[src/rtl/bldc_speed_pi_pwm.sv]
// Shift-gain PI speed regulator with anti-windup clamp and a glitch-free PWM
// whose duty is only reloaded at the period wrap.
module bldc_speed_pi_pwm #(
   parameter int unsigned ERR_W    = 9,
   parameter int unsigned DUTY_W   = 10,
   parameter int unsigned KP_SHIFT = 2,
   parameter int unsigned KI_SHIFT = 4,
   parameter int          DUTY_MIN = 0,
   parameter int          DUTY_MAX = 1000,
   parameter int unsigned PWM_TOP  = 1023
) (
   input  logic              clk,
   input  logic              rst_n,
   input  logic              en,
   input  logic [ERR_W-1:0]  err,
   input  logic              err_valid,
   input  logic              ovr_clr,
   output logic              busy,
   output logic              upd_done,
   output logic [DUTY_W-1:0] duty_cmd,
   output logic              overrun,
   output logic              pwm_out
);

   localparam int unsigned AW = DUTY_W + 3;
   localparam logic signed [AW-1:0] MIN_S = AW'(DUTY_MIN);
   localparam logic signed [AW-1:0] MAX_S = AW'(DUTY_MAX);
   localparam logic [DUTY_W-1:0]    TOP   = DUTY_W'(PWM_TOP);

   typedef enum logic [1:0] {S_IDLE, S_CALC, S_SAT, S_DONE} state_t;

   state_t                   state_q, state_d;
   logic        [ERR_W-1:0]  err_q, err_d;
   logic signed [AW-1:0]     p_q, p_d;
   logic signed [AW-1:0]     inxt_q, inxt_d;
   logic signed [AW-1:0]     integ_q, integ_d;
   logic        [DUTY_W-1:0] duty_cmd_q, duty_cmd_d;
   logic        [DUTY_W-1:0] duty_act_q, duty_act_d;
   logic        [DUTY_W-1:0] cnt_q, cnt_d;
   logic                     upd_q, upd_d;
   logic                     ovr_q, ovr_d;
   logic                     pwm_q, pwm_d;

   logic signed [AW-1:0]     err_x;
   logic signed [AW-1:0]     isat;
   logic signed [AW-1:0]     dsat;

   function automatic logic signed [AW-1:0] clamp(input logic signed [AW-1:0] v);
      if (v < MIN_S) return MIN_S;
      if (v > MAX_S) return MAX_S;
      return v;
   endfunction

   assign err_x = {{(AW-ERR_W){err_q[ERR_W-1]}}, err_q};
   assign isat  = clamp(inxt_q);
   assign dsat  = clamp(isat + p_q);

   always_comb begin
      state_d    = state_q;
      err_d      = err_q;
      p_d        = p_q;
      inxt_d     = inxt_q;
      integ_d    = integ_q;
      duty_cmd_d = duty_cmd_q;
      upd_d      = 1'b0;
      ovr_d      = ovr_q;
      if (ovr_clr) ovr_d = 1'b0;
      if (!en) begin
         state_d    = S_IDLE;
         integ_d    = '0;
         duty_cmd_d = '0;
      end else begin
         // set is evaluated after clear so a coincident drop keeps the flag
         if (err_valid && (state_q != S_IDLE)) ovr_d = 1'b1;
         unique case (state_q)
            S_IDLE: if (err_valid) begin
               err_d   = err;
               state_d = S_CALC;
            end
            S_CALC: begin
               p_d     = err_x >>> KP_SHIFT;
               inxt_d  = integ_q + (err_x >>> KI_SHIFT);
               state_d = S_SAT;
            end
            S_SAT: begin
               integ_d    = isat;
               duty_cmd_d = DUTY_W'(dsat);
               upd_d      = 1'b1;
               state_d    = S_DONE;
            end
            S_DONE: state_d = S_IDLE;
            default: state_d = S_IDLE;
         endcase
      end
   end

   always_comb begin
      cnt_d      = '0;
      duty_act_d = '0;
      pwm_d      = 1'b0;
      if (en) begin
         cnt_d      = (cnt_q == TOP) ? '0 : cnt_q + 1'b1;
         duty_act_d = (cnt_q == TOP) ? duty_cmd_q : duty_act_q;
         pwm_d      = (cnt_q < duty_act_q);
      end
   end

   always_ff @(posedge clk or negedge rst_n) begin
      if (!rst_n) begin
         state_q    <= S_IDLE;
         err_q      <= '0;
         p_q        <= '0;
         inxt_q     <= '0;
         integ_q    <= '0;
         duty_cmd_q <= '0;
         duty_act_q <= '0;
         cnt_q      <= '0;
         upd_q      <= 1'b0;
         ovr_q      <= 1'b0;
         pwm_q      <= 1'b0;
      end else begin
         state_q    <= state_d;
         err_q      <= err_d;
         p_q        <= p_d;
         inxt_q     <= inxt_d;
         integ_q    <= integ_d;
         duty_cmd_q <= duty_cmd_d;
         duty_act_q <= duty_act_d;
         cnt_q      <= cnt_d;
         upd_q      <= upd_d;
         ovr_q      <= ovr_d;
         pwm_q      <= pwm_d;
      end
   end

   assign busy     = (state_q != S_IDLE);
   assign upd_done = upd_q;
   assign duty_cmd = duty_cmd_q;
   assign overrun  = ovr_q;
   assign pwm_out  = pwm_q;

endmodule
[config.mk]
export PLATFORM = sky130hd
export DESIGN_NAME = bldc_speed_pi_pwm
export DESIGN_NICKNAME = d
export VERILOG_FILES = /design/src/rtl/bldc_speed_pi_pwm.sv
export SDC_FILE = /design/constraint.sdc
export NUM_CORES = 1
export LEC_CHECK = 0
export ABC_AREA = 1
export ABC_CLOCK_PERIOD_IN_PS = 3600
export BUFFER_PORTS_ARGS = -buffer_cell sky130_fd_sc_hd__buf_4
export CORE_UTILIZATION = 50
export CTS_CLUSTER_SIZE = 20
export DETAILED_ROUTE_END_ITERATION = 10
export MAX_ROUTING_LAYER = met4
export PLACE_DENSITY = 0.68
export RECOVER_POWER = 25
export SYNTH_ARGS = -nofsm -noshare
export SYNTH_HDL_FRONTEND = slang
export SYNTH_SLANG_ARGS = --single-unit
[constraint.sdc]
create_clock -name clk -period 3.6 [get_ports clk]
set_input_delay 0 -clock clk [delete_from_list [all_inputs] [get_ports clk]]
set_output_delay 0 -clock clk [all_outputs]
set_load 0.05 [all_outputs]
==> results.md <==
- Outcome: complete, but fails checks
- Failing checks: capacitance limit, slew limit
- Clock tree from TritonCTS: yes
- Final period util: 89.2%
- Final setup fails: 0
- Biggest area consumer among synthesized cells: dfrtp_1
- CP max-delay cell: dfrtp_1
- Top post-synthesis cells by count: nand2_1 (127), inv_1 (83), dfrtp_1 (74)
- Post-route DRC: 0
- Drt wl/cell: 13.3 um
- Num CTS Buffers: 9
- Worst path most repeated cell: nand2_1
- Die Span Y: 95.9 um
- Main flop type after synthesis: dfrtp_1
- Least-Margin Pin Slew: 1810 ps
- H-tree levels: 3
- Worst Path Max Fanout: 5
- Pleak: 2.64 nW
- Placed wire-length estimate: 6740 um
- Tot GR Track Use: 22.6%
- # rows: 33
- CP top delay family: simple AND/OR/NAND/NOR gates
- Critical path type: flop to flop
- Setup crit end kind: flop
- Slew Viols, Final: 75
- Register area share after synthesis: 42.0%
- Layout cell share with drive strength beyond 1: 10.5%
- Peak VDD IR: 316 uV
- Max-cap violations: 1
- F_max: 0.311 GHz
- Vias/cell: 5.12
- Synthesized area per cell: 7.98 um2
- Unrepaired setup endpoints after global routing: false
- DRT iter0 DRCs: 102
- Max-slew headroom: -20.4%
- DRT Pass-1 Iters: 4
- Max clock buf depth: 2
- Clock Tree Root: clkbuf_8
- Total grt overflow: 0
- Mapped cell area: 0.00441 mm2
- Fin crit period: 3210 ps
- Gpl congestion: 0.894
- Net count reported at finish: 647
- Final ANT Viol Nets: 0
- DIE WIDTH: 95.9 um
- Vias: 3618
- Clock Skews: 11.6 ps
- Critical Path RT: 3890 ps
- Final Hold Fails: 0
- WL final: 9360 um
- Number of synthesized flops with an enable pin: 0
- N_diodes: 0
- Clock slew at reported path FFs: 90 ps
- Largest net degree at the start of global routing: 75
- Area fraction of the dominant cell type after synthesis: 42.0%
- Clk sink count: 74
- Syn Inst Count: 552
- Pwr dens: 797 mW/mm2
- Arr. time, crit path: 3500 ps
- Antenna violations before repair: 0
- PortBufs: 25
- Full die area: 0.00919 mm2
- WP buf/inv: 2
- Area Overhead vs Synth: 14.1%
- Yosys warns: 0
- Netlist cell types: 43
- Ports: 28
- Synth area leaders: dfrtp_1 (42%), nand2_1 (11%), ha_1 (9.9%)
- Number of synthesized register bits: 74
- CP peak stage delay: 400 ps
- Setup TNS: 0 ps
- Clk_lat worst skew: 360 ps
- Final Util: 60.0%
- Initial Utilization: 52.6%
- Hold Crit Class: input pin to flop
- Core area: 0.00838 mm2
- Cell with the most instances after synthesis: nand2_1
- Crit start category: flop
- Global-route wire length before repair: 15200 um
- Vias in the first global route: 3398
- Asr flop ratio synth: 100%
-- registers in the layout, indices dropped and copies added, names as in the netlist --
register	cells
pwm_out	1
inxt_q	13
cnt_q	10
overrun	1
integ_q	12
p_q	7
state_q	2
upd_done	1
duty_cmd	10
err_q	7
duty_act_q	10
-- layout make-up --
type,count,area [um2]
clock buffers,10,138
clock inverters,6,73.8
fillers,782,3350
inverters,87,327
multi-input cells,383,2220
flip-flops and latches,74,1850
well taps,105,131
repair buffers,41,287
-- kinds of logic after synthesis --
group,after synthesis,share of synthesized area (%)
simple gates,234,23.9
compound gates,97,12.4
buf+inv,97,8.29
flops,74,42.0
fa+ha+maj,37,10.8
xor+xnor,12,2.39
other cells,1,0.0851
-- routing by layer --
layer,part of all wire [%],global-route usage (%),up-vias
met5,0,-,-
met4,1.4,7.09,0
met3,2.6,3.79,11
met2,49,38.2,47
met1,47,27.7,1682
li1,-,-,1878
-- stage by stage --
step / power (mW) / setup slack [ps] / hold WS (ps) / instance area (um2) / std cells
floorplan: 2.84 / 671 / -296 / 4410 / 553
global placement: 3.25 / 272 / 176 / 4710 / 676
detailed placement: 3.30 / 218 / 181 / 4710 / 676
CTS: 4.01 / 210 / 358 / 5040 / 704
global route: 4.39 / 26.6 / 436 / 5030 / 706
finish: 4.01 / 390 / 431 / 5030 / 706
-- path summary, 6_finish.rpt --
check                                   start       endpoint  slack (ps)  cells past startpoint
worst max-delay path                inxt_q[0]    duty_cmd[0]         390                     26
worst min-delay path                   err[6]       err_q[6]         430                      4
worst max register to register      inxt_q[0]    duty_cmd[0]         390                     26
worst min register to register  duty_act_q[1]  duty_act_q[1]         500                      2
max in group asynchronous               rst_n     integ_q[8]        1860                      2
min in group asynchronous               rst_n  duty_act_q[7]         660                      2
-- placed cells by master (no fill, tap or decap), drive strengths merged, types with 2 or more instances in the layout --
cell,n
xor2,7
nand4,8
clkbuf,24
a21o,3
ha,35
nand2,135
nand3,40
or2,2
a21oi,32
nand3b,3
fa,2
clkinvlp,2
inv,89
buf,15
dlygate4sd3,12
nor2,39
xnor2,5
nor3,6
dfrtp,74
o21ai,50
conb,2
o21a,2
a22o,2
-- worst min-delay path, delay by kind of cell --
| family | cells | cell delay [ps] |
|---|---|---|
| simple gates | 1 | 30 |
| compound gates | 1 | 90 |
| buf+inv | 2 | 610 |
-- report_power, final --
group	internal, mW	switching, mW	total [mW]	leakage [nW]
Combinational	0.751	1.37	2.12	1.57
Clock	0.347	0.339	0.687	0.101
Sequential	1.03	0.167	1.20	0.964
Total	2.13	1.88	4.01	2.64
-- timing repair --
item,4_1_cts,5_1_grt
endpoints found under the hold margin,86,0
hold buffers,12,0
setup endpoints to repair,0,10
resized for setup,0,6
buffers inserted,0,1
(Power assumes the default switching activity.)
